==> src/rtl/fifo_pkg.sv <==
// Shared types and helpers for the synchronous FIFO family.
// Latency: n/a (package only).
// Backpressure: n/a (package only).
package fifo_pkg;

  // How the read port presents data to the consumer.
  typedef enum logic {
    RD_REGISTERED = 1'b0,  // o_data registered on an accepted read
    RD_FWFT       = 1'b1   // head word shown combinationally, i_rd pops it
  } rd_mode_e;

  // Map the integer mode parameter onto the enumeration.
  function automatic rd_mode_e rd_mode_of(input int fwft);
    return (fwft != 0) ? RD_FWFT : RD_REGISTERED;
  endfunction

  // Legal thresholds: 1 <= aempty < afull <= number of entries.
  function automatic bit thresholds_ok(input int depth_log2,
                                       input int afull_th,
                                       input int aempty_th);
    return (aempty_th >= 1) &&
           (aempty_th < afull_th) &&
           (afull_th <= (1 << depth_log2));
  endfunction

endpackage

==> src/rtl/fifo_ram.sv <==
// Simple dual-port storage: one synchronous write port, one asynchronous read port.
// Latency: write visible on the read port the cycle after i_we; read is combinational.
// Backpressure: none, the caller decides when a write is legal.
module fifo_ram #(
  parameter int G_WIDTH = 8,
  parameter int G_DEPTH = 4
) (
  input  logic               i_clk,
  input  logic               i_we,
  input  logic [G_DEPTH-1:0] i_waddr,
  input  logic [G_WIDTH-1:0] i_wdata,
  input  logic [G_DEPTH-1:0] i_raddr,
  output logic [G_WIDTH-1:0] o_rdata
);

  // Contents are deliberately not reset; the pointers define what is valid.
  logic [G_WIDTH-1:0] r_mem [0:(2**G_DEPTH)-1];

  // Store the incoming word on an enabled write.
  always_ff @(posedge i_clk) begin
    if (i_we) begin
      r_mem[i_waddr] <= i_wdata;
    end
  end

  assign o_rdata = r_mem[i_raddr];

endmodule

==> src/rtl/fifo_sync_ext.sv <==
// Single-clock FIFO with level, almost-full/empty flags and sticky error reporting.
// Latency: registered mode returns data the cycle after the read; FWFT shows a new word the cycle after the write.
// Backpressure: writes while full are dropped (o_overflow) unless a read frees a slot in the same cycle.
module fifo_sync_ext
  import fifo_pkg::*;
#(
  parameter int G_WIDTH     = 8,
  parameter int G_DEPTH     = 4,
  parameter int G_FWFT      = 0,
  parameter int G_AFULL_TH  = 2**G_DEPTH-1,
  parameter int G_AEMPTY_TH = 1
) (
  input  logic               i_clk,
  input  logic               i_rst_n,
  input  logic               i_wr,
  input  logic [G_WIDTH-1:0] i_data,
  input  logic               i_rd,
  input  logic               i_clr_err,
  output logic [G_WIDTH-1:0] o_data,
  output logic               o_rd_valid,
  output logic               o_full,
  output logic               o_empty,
  output logic               o_afull,
  output logic               o_aempty,
  output logic [G_DEPTH:0]   o_level,
  output logic               o_overflow,
  output logic               o_underflow,
  output logic               o_ovf_sticky,
  output logic               o_udf_sticky
);

  localparam rd_mode_e         LP_MODE      = rd_mode_of(G_FWFT);
  localparam logic [G_DEPTH:0] LP_FULL_LVL  = {1'b1, {G_DEPTH{1'b0}}};
  localparam logic [G_DEPTH:0] LP_AFULL_TH  = (G_DEPTH+1)'(G_AFULL_TH);
  localparam logic [G_DEPTH:0] LP_AEMPTY_TH = (G_DEPTH+1)'(G_AEMPTY_TH);

  // Reject inconsistent thresholds before anything gets built.
  if (!thresholds_ok(G_DEPTH, G_AFULL_TH, G_AEMPTY_TH)) begin : g_bad_thresholds
    $error("fifo_sync_ext: need 1 <= G_AEMPTY_TH < G_AFULL_TH <= 2**G_DEPTH");
  end

  // One extra pointer bit separates full from empty when the index bits match.
  logic [G_DEPTH:0]   r_wr_ptr;
  logic [G_DEPTH:0]   r_rd_ptr;
  logic               r_ovf_sticky;
  logic               r_udf_sticky;

  logic [G_DEPTH:0]   w_level;
  logic               w_empty;
  logic               w_full;
  logic               w_rd_accept;
  logic               w_wr_accept;
  logic               w_overflow;
  logic               w_underflow;
  logic               w_ram_we;
  logic [G_WIDTH-1:0] w_ram_rdata;

  // Status is purely a function of the registered pointers.
  assign w_level = r_wr_ptr - r_rd_ptr;
  assign w_empty = (w_level == '0);
  assign w_full  = (w_level == LP_FULL_LVL);

  // A read frees a slot in the same cycle, so a full FIFO can still take a write.
  assign w_rd_accept = i_rd && !w_empty;
  assign w_wr_accept = i_wr && (!w_full || w_rd_accept);
  assign w_overflow  = i_wr && w_full && !w_rd_accept;
  assign w_underflow = i_rd && w_empty;

  // Reset wins over any write, so nothing lands in memory during reset.
  assign w_ram_we = w_wr_accept && i_rst_n;

  fifo_ram #(
    .G_WIDTH (G_WIDTH),
    .G_DEPTH (G_DEPTH)
  ) u_ram (
    .i_clk   (i_clk),
    .i_we    (w_ram_we),
    .i_waddr (r_wr_ptr[G_DEPTH-1:0]),
    .i_wdata (i_data),
    .i_raddr (r_rd_ptr[G_DEPTH-1:0]),
    .o_rdata (w_ram_rdata)
  );

  // Advance the pointers on accepted requests; they wrap naturally.
  always_ff @(posedge i_clk) begin
    if (!i_rst_n) begin
      r_wr_ptr <= '0;
      r_rd_ptr <= '0;
    end else begin
      if (w_wr_accept) begin
        r_wr_ptr <= r_wr_ptr + 1'b1;
      end
      if (w_rd_accept) begin
        r_rd_ptr <= r_rd_ptr + 1'b1;
      end
    end
  end

  // Latch error events until cleared; a new event beats a simultaneous clear.
  always_ff @(posedge i_clk) begin
    if (!i_rst_n) begin
      r_ovf_sticky <= 1'b0;
      r_udf_sticky <= 1'b0;
    end else begin
      if (w_overflow) begin
        r_ovf_sticky <= 1'b1;
      end else if (i_clr_err) begin
        r_ovf_sticky <= 1'b0;
      end
      if (w_underflow) begin
        r_udf_sticky <= 1'b1;
      end else if (i_clr_err) begin
        r_udf_sticky <= 1'b0;
      end
    end
  end

  if (LP_MODE == RD_FWFT) begin : g_fwft
    // Head word is always on the bus; valid simply mirrors "not empty".
    assign o_data     = w_ram_rdata;
    assign o_rd_valid = !w_empty;
  end else begin : g_registered
    logic [G_WIDTH-1:0] r_data;
    logic               r_rd_valid;

    // Capture the head word on an accepted read and flag it for one cycle.
    always_ff @(posedge i_clk) begin
      if (!i_rst_n) begin
        r_data     <= '0;
        r_rd_valid <= 1'b0;
      end else begin
        r_rd_valid <= w_rd_accept;
        if (w_rd_accept) begin
          r_data <= w_ram_rdata;
        end
      end
    end

    assign o_data     = r_data;
    assign o_rd_valid = r_rd_valid;
  end

  assign o_level      = w_level;
  assign o_empty      = w_empty;
  assign o_full       = w_full;
  assign o_afull      = (w_level >= LP_AFULL_TH);
  assign o_aempty     = (w_level <= LP_AEMPTY_TH);
  assign o_overflow   = w_overflow;
  assign o_underflow  = w_underflow;
  assign o_ovf_sticky = r_ovf_sticky;
  assign o_udf_sticky = r_udf_sticky;

`ifndef SYNTHESIS
  // Flags must never contradict each other or the level.
  a_level_range: assert property (@(posedge i_clk) disable iff (!i_rst_n)
    w_level <= LP_FULL_LVL);
  a_not_full_and_empty: assert property (@(posedge i_clk) disable iff (!i_rst_n)
    !(w_full && w_empty));
  a_full_implies_afull: assert property (@(posedge i_clk) disable iff (!i_rst_n)
    w_full |-> o_afull);
  a_empty_implies_aempty: assert property (@(posedge i_clk) disable iff (!i_rst_n)
    w_empty |-> o_aempty);

  // Pointers move by exactly one on an accepted request and hold otherwise.
  a_wr_ptr_inc: assert property (@(posedge i_clk) disable iff (!i_rst_n)
    w_wr_accept |=> (r_wr_ptr == $past(r_wr_ptr) + 1'b1));
  a_wr_ptr_hold: assert property (@(posedge i_clk) disable iff (!i_rst_n)
    !w_wr_accept |=> $stable(r_wr_ptr));
  a_rd_ptr_inc: assert property (@(posedge i_clk) disable iff (!i_rst_n)
    w_rd_accept |=> (r_rd_ptr == $past(r_rd_ptr) + 1'b1));
  a_rd_ptr_hold: assert property (@(posedge i_clk) disable iff (!i_rst_n)
    !w_rd_accept |=> $stable(r_rd_ptr));

  // Sticky flags set on the event, hold without a clear, drop on a clear alone.
  a_ovf_set: assert property (@(posedge i_clk) disable iff (!i_rst_n)
    w_overflow |=> r_ovf_sticky);
  a_ovf_hold: assert property (@(posedge i_clk) disable iff (!i_rst_n)
    (r_ovf_sticky && !i_clr_err) |=> r_ovf_sticky);
  a_ovf_clr: assert property (@(posedge i_clk) disable iff (!i_rst_n)
    (i_clr_err && !w_overflow) |=> !r_ovf_sticky);
  a_udf_set: assert property (@(posedge i_clk) disable iff (!i_rst_n)
    w_underflow |=> r_udf_sticky);
  a_udf_hold: assert property (@(posedge i_clk) disable iff (!i_rst_n)
    (r_udf_sticky && !i_clr_err) |=> r_udf_sticky);
  a_udf_clr: assert property (@(posedge i_clk) disable iff (!i_rst_n)
    (i_clr_err && !w_underflow) |=> !r_udf_sticky);
`endif

endmodule

==> config.mk <==
export PLATFORM = sky130hd
export DESIGN_NAME = fifo_sync_ext
export DESIGN_NICKNAME = d
export VERILOG_FILES = /design/src/rtl/fifo_pkg.sv /design/src/rtl/fifo_ram.sv /design/src/rtl/fifo_sync_ext.sv
export SDC_FILE = /design/constraint.sdc
export NUM_CORES = 1
export LEC_CHECK = 0
export ABC_AREA = 1
export CAP_MARGIN = 20
export CORE_MARGIN = 2
export CORE_UTILIZATION = 50
export CTS_BUF_LIST = sky130_fd_sc_hd__clkbuf_8
export DETAILED_ROUTE_END_ITERATION = 8
export GPL_TIMING_DRIVEN = 0
export PLACE_DENSITY = 0.74
export SKIP_LAST_GASP = 1
export SLEW_MARGIN = 15
export SYNTH_ARGS = -nofsm -noshare
export SYNTH_HDL_FRONTEND = slang
export SYNTH_SLANG_ARGS = --single-unit
==> constraint.sdc <==
create_clock -name i_clk -period 8.25 [get_ports i_clk]
set_input_delay 1.65 -clock i_clk [delete_from_list [all_inputs] [get_ports i_clk]]
set_output_delay 1.65 -clock i_clk [all_outputs]
set_load 0.01 [all_outputs]
# --- After elaboration in Yosys (flattened, before gate mapping) ---
# Memory sizes are Yosys's and may differ from the RTL's. A register that Yosys moved wholly into a read port is not among the register bits.
# Cells that the tools add are included.
totals:
  ff_bits: 13
  ramBits: 128
  input_bits: 13
  output_inout_bits: 22
  wordCells: 31
  mem_count: 1
mem_list:
  columns: ["memory", "words", "width", "rd", "rd_ports_with_merged_regs", "write_ports", "line", "rtl"]
  rows:
  - ["u_ram.r_mem", 16, 8, 1, 1, 1, "fifo_ram.sv:17", "logic [G_WIDTH-1:0] r_mem [0:(2**G_DEPTH)-1];"]
op_classes:
  add_sub_neg: 3
  order_cmp: 2
  eq_ne: 1
  mux: 5
  n_reduce_logical: 14
ops:
  columns: ["cell", "count"]
  rows:
  - ["$add 5x1->5 const B", 2]
  - ["$logic_and 1x1->1", 6]
  - ["$eq 5x5->1 const B", 1]
  - ["$ge 5x4->1 const B", 1]
  - ["$le 5x1->1 const B", 1]
  - ["$logic_not 5->1", 1]
  - ["$mux 1", 5]
  - ["$sub 5x5->5", 1]
  - ["$logic_not 1->1", 4]
  - ["$reduce_bool 2->1", 2]
  - ["$logic_or 1x1->1", 1]

# --- Logic depth before layout (Yosys ltp) ---
# Gate-level depths: netlist of run 1.
depth:
  depth_word: 9
  ltp_mapped: 14
  mapped_depth_nobuf: 13

# --- Hierarchy ---
# From an unflattened synthesis of run 1, not the netlist that was laid out.
hier_totals:
  hier_cells: 706
  hier_area_um2: 6846.6
modules_own_cells:
  columns: ["module", "n_inst", "cells_per_inst", "area_per_inst_um2", "seq_area_each_um2"]
  rows:
  - ["fifo_ram", 1, 543, 5606.6, 3843.7]
  - ["fifo_sync_ext", 1, 163, 1239.9, 420.4]

# --- Least setup slack after synthesis of run 1 ---
# No wires, ideal clock.
synth_path:
  path_kind: "in2out"
  start: "input i_rd"
  end: "output o_overflow"
  t_arrival_ns: 2.125
  required_time_ns: 6.600
  path_slack_ns: 4.475
  stages: 4
  n_path_buf: 1
  path_cell_list: "buf_4 > inv_1 > nand4_1 > inv_1"
synth_between:
  elab_chain_cells: 3
synth_lines:
  columns: ["element", "line", "rtl"]
  rows:
  - ["from (decl)", "fifo_sync_ext.sv:17", "input logic i_rd,"]
  - ["$logic_and 1x1->1", "fifo_sync_ext.sv:64", "assign w_rd_accept = i_rd && !w_empty;"]
  - ["$logic_not 1->1", "fifo_sync_ext.sv:66", "assign w_overflow = i_wr && w_full && !w_rd_accept;"]
  - ["$logic_and 1x1->1", "fifo_sync_ext.sv:66", null]
  - ["to (decl)", "fifo_sync_ext.sv:26", "output logic o_overflow,"]
# No other way between the ends.

# --- Worst setup path in the final report of run 1 ---
layout_path:
  start: "register r_rd_ptr[1]"
  end: "output o_underflow"
layout_between:
  elab_chain_cells: 3
layout_lines:
  columns: ["element", "line", "rtl"]
  rows:
  - ["from (decl)", "fifo_sync_ext.sv:44", "logic [G_DEPTH:0] r_rd_ptr;"]
  - ["from (signal assigned)", "fifo_sync_ext.sv:94", "r_rd_ptr <= r_rd_ptr + 1'b1;"]
  - ["$sub 5x5->5", "fifo_sync_ext.sv:59", "assign w_level = r_wr_ptr - r_rd_ptr;"]
  - ["$logic_not 5->1", "fifo_sync_ext.sv:60", "assign w_empty = (w_level == '0);"]
  - ["$logic_and 1x1->1", "fifo_sync_ext.sv:67", "assign w_underflow = i_rd && w_empty;"]
  - ["to (decl)", "fifo_sync_ext.sv:27", "output logic o_underflow,"]
# No other way between the ends.

==> impl_results.md, run 1 <==
- Synth Area in XOR/XNOR: 0.0148
- Initial drt markers: a little over 600
- Register area: between 4000 and 5000 um2
- Max layer used: met4
- Reg-to-reg endpoint: u_ram.r_mem[8][5]$_DFFE_PP_
- Drt wl/cell: 18.8 um
- PD cells: approximately 260 nW/um2
- Worst stage delay on the critical path: 0.55 ns
- Relative slew slack: 0.408
- Most frequent cells in the layout: edfxtp_1 (128), nor2_1 (121), nand2_1 (68)
- Reg2Reg Setup Slack: 4.79 ns
- Hold path depth: 2
- Commonest non-fill, non-tap cell in the layout: edfxtp_1
- Chip width: 117 um
- CORE AREA: 12500 um2
- Mapped cell area: 6340 um2
- Path type of the worst min-delay path: flop to flop
- CP startpoint kind: flop
- First-pass GRT wire length: ~23000 um
- Drc violations: 0
- Post-layout util: 0.586
- Post-Route Skew: 0.00774 ns
- CP Depth: 13
- Post-synth net total: 592
- Largest net degree at the start of global routing: 17
- Leak: 0.00255 uW
- N_diodes: 0
- Multi-input logic area: 1800 um2
- Tot GR Track Use: 0.235
- Port Buffers: 33
- Highest Clock Rate: 201 MHz
- Clock Latency Late Sink: 0.44 ns
- Antenna violations before repair: 0
- Final ANT Viol Nets: 0
- WP buf/inv: 5
- Yosys cell types: 32
- Met2 routed WL: 7110 um
- Sequential area share after synthesis: 0.673
- Dpl hpwl: 10200 um
- Final-layout fill cell count: 1015
- CTS H-tree depth: 4
- Critical path origin: r_rd_ptr[1]$_SDFFE_PN0P_
- Gate Count Post-Synth: around 570
- Arrival time worst endpoint: 3.34 ns
- Final Hold Viols: 0
- Longest Clk Path Bufs: 2
- Post-Synth Adder-Cell Area: 0.0209
- Post-synthesis simple-gate area fraction: 0.152
- Min Tclk post-route: 4.99 ns
- WS Path Type: flop to primary output
- Post-synthesis area per instance: 11.1 um2
- Final setup viols: 0
- CP endpoint kind: primary output
- Wire length on met1: 6130 um
- Worst path top cell family by delay: buffers and inverters
- #FFs+latches synth: 149
- Max rail drop VDD: 0.000117 V
- # IOs: 35
- Worst setup path endpoint: o_underflow
- Initial Utilization: 0.506
- Setup_tns: 0 ns
- Pre-antenna DRT Iters: 5
- Clock Sinks: ~150
- Number of buffers created by CTS: 17
- Synth warnings: 0
- Std-Cell Rows: 41
- Combinational family with the most area after synthesis: simple AND/OR/NAND/NOR gates
- Vias in the first global route: approximately 4300
- Total die area: around 14000 um2
- Clock-pin slew on the worst setup and hold paths: 0.08 ns
- Met3 WL: about 1400 um
- Critical path peak fanout: 10
- Status: finished, final reports clean
- Area grow syn2layout: 15.8%
- RePlAce Congestion: 0.910
- Setup bufs post-CTS: 0
- Final WL: roughly 15000 um
- Pins Over Slew Limit: 0
- Resize count post-CTS: 0
- Crit path cell chain: inv_1 > clkbuf_1 > ha_1 > nand3_1 > nand2_1 > nand2_1 > nand3_1 > nor2_4 > nand2_4 > inv_1 > nand2_1 > inv_1 > clkdlybuf4s50_1
- Compound-Gate Fraction of Synth Area: 0.0969
- DR vias/cell: around 5.6
- Total gr overflow: 0
- Slowest cell on crit path: dfxtp_1
- Max-Cap Viols: 0
- FF-to-FF path depth: 13
- Fin crit share: 0.605
- Layout cells sized above 1: 0.0868
- Mux cell area share after synthesis: 0
- Worst r2r src: r_rd_ptr[1]$_SDFFE_PN0P_
- Hold Buf Count CTS: 0
- Net count, final: 644
- TritonCTS clock tree: built
- WP data required: 6.60 ns
- RSZ-0062 raised after global routing: no
- Least-Margin Pin Slew: 0.885 ns
- Vias after detailed routing: 4526
- Root buf cell: clkbuf_8
- Die Ht: 117 um
[cells in the mapped netlist]
cell / n / area [um2]
a21oi_1: 12 / 60.1
buf_1: 1 / 3.75
buf_2: 7 / 35.0
buf_4: 1 / 7.51
buf_6: 3 / 33.8
clkbuf_1: 16 / 60.1
clkbuf_8: 1 / 13.8
clkinv_1: 2 / 7.51
dfxtp_1: 21 / 420
edfxtp_1: 128 / 3840
fa_1: 1 / 20.0
ha_1: 9 / 113
inv_1: 27 / 101
inv_2: 2 / 7.51
nand2_1: 68 / 255
nand2_2: 2 / 12.5
nand2_4: 3 / 33.8
nand3_1: 31 / 155
nand3_4: 1 / 17.5
nand3b_1: 1 / 7.51
nand4_1: 1 / 6.26
nor2_1: 121 / 454
nor2_4: 1 / 11.3
nor3_1: 2 / 10.0
o211ai_1: 16 / 120
o21ai_0: 65 / 325
o21ai_2: 1 / 8.76
o22ai_1: 16 / 100
xnor2_1: 2 / 17.5
xnor2_2: 1 / 16.3
xor2_1: 5 / 43.8
xor2_2: 1 / 16.3
[cell type report]
class / instances / share of cell area
flip-flops and latches: 149 / 0.581
multi-input cells: 360 / 0.246
repair buffers: 33 / 0.0450
clock buffers: 20 / 0.0375
well taps: 172 / 0.0293
clock inverters: 12 / 0.0244
plain buffers: 29 / 0.0210
inverters: 31 / 0.0159
[worst min path at each step]
stage | end | slack (ns) | startpoint
floorplan | r_rd_ptr[3]$_SDFFE_PN0P_ | 0.45 | r_rd_ptr[3]$_SDFFE_PN0P_
global placement | o_udf_sticky$_SDFFE_PN0P_ | 0.45 | o_udf_sticky$_SDFFE_PN0P_
detailed placement | o_udf_sticky$_SDFFE_PN0P_ | 0.45 | o_udf_sticky$_SDFFE_PN0P_
CTS | o_udf_sticky$_SDFFE_PN0P_ | 0.46 | o_udf_sticky$_SDFFE_PN0P_
global route | o_udf_sticky$_SDFFE_PN0P_ | 0.51 | o_udf_sticky$_SDFFE_PN0P_
finish | o_udf_sticky$_SDFFE_PN0P_ | 0.46 | o_udf_sticky$_SDFFE_PN0P_
[power by group]
part | internal [uW] | total [uW] | switching, uW
logic | 168 | 459 | 290
clock network | 354 | 627 | 273
registers | 839 | 855 | 15.6
total | 1360 | 1940 | 579
[layer usage]
metal / track usage / up-vias
met1: 0.309 / 2150
met4: 0.107 / 0
met2: 0.373 / 238
li1: - / 2089
met5: 0 / -
met3: 0.0566 / 49
[state kept, by name (all words and copies together) (netlist names)]
register and flops:
u_ram.r_mem 128, o_data 8, r_rd_ptr 5, r_wr_ptr 5, o_ovf_sticky 1, o_rd_valid 1, o_udf_sticky 1
[worst register-to-register path, delay by kind of cell, from the launching register on]
kind                       cells  cell delay [ns]
adders and majority gates      1             0.34
buffers and inverters          4             0.81
DFF                            1             0.55
and+or+nand+nor                8             1.39
[cell families after synthesis]
family | Yosys count
simple gates | 231
flops | 149
compound gates | 110
buf+inv | 60
fa+ha+maj | 10
xor+xnor | 9
[per-stage QoR]
stage          worst slack, ns  std cells  hold WS, ns  total power [uW]  cell area [um2]
2_1_floorplan             4.47        569        0.452              1140             6340
3_3_place_gp              3.58        774        0.449              1310             6880
4_1_cts                   3.24        806        0.463              1940             7340
6_report                  3.26        806        0.462              1940             7340
5_1_grt                   3.07        806        0.505              2020             7340
3_5_place_dp              3.58        774        0.450              1320             6880
No activity file was read; power rests on OpenSTA's default activity.
==> run 2, diff against run 1 <==
==> constraint.sdc (replaced) <==
create_clock -name i_clk -period 5 [get_ports i_clk]
set_input_delay 1 -clock i_clk [delete_from_list [all_inputs] [get_ports i_clk]]
set_output_delay 1 -clock i_clk [all_outputs]
set_load 0.01 [all_outputs]
==> results of run 2 <==
The final DEF is identical to that of run 1. Status: finished, final reports clean.
Main changes from that run: setup slack after placement 3.58 ns -> 1.13 ns; setup slack after layout 3.26 ns -> 0.662 ns; register-to-register setup slack 4.79 ns -> 1.54 ns; total power 1940 uW -> 3200 uW; worst IR drop on VDD 0.000117 V -> 0.000193 V
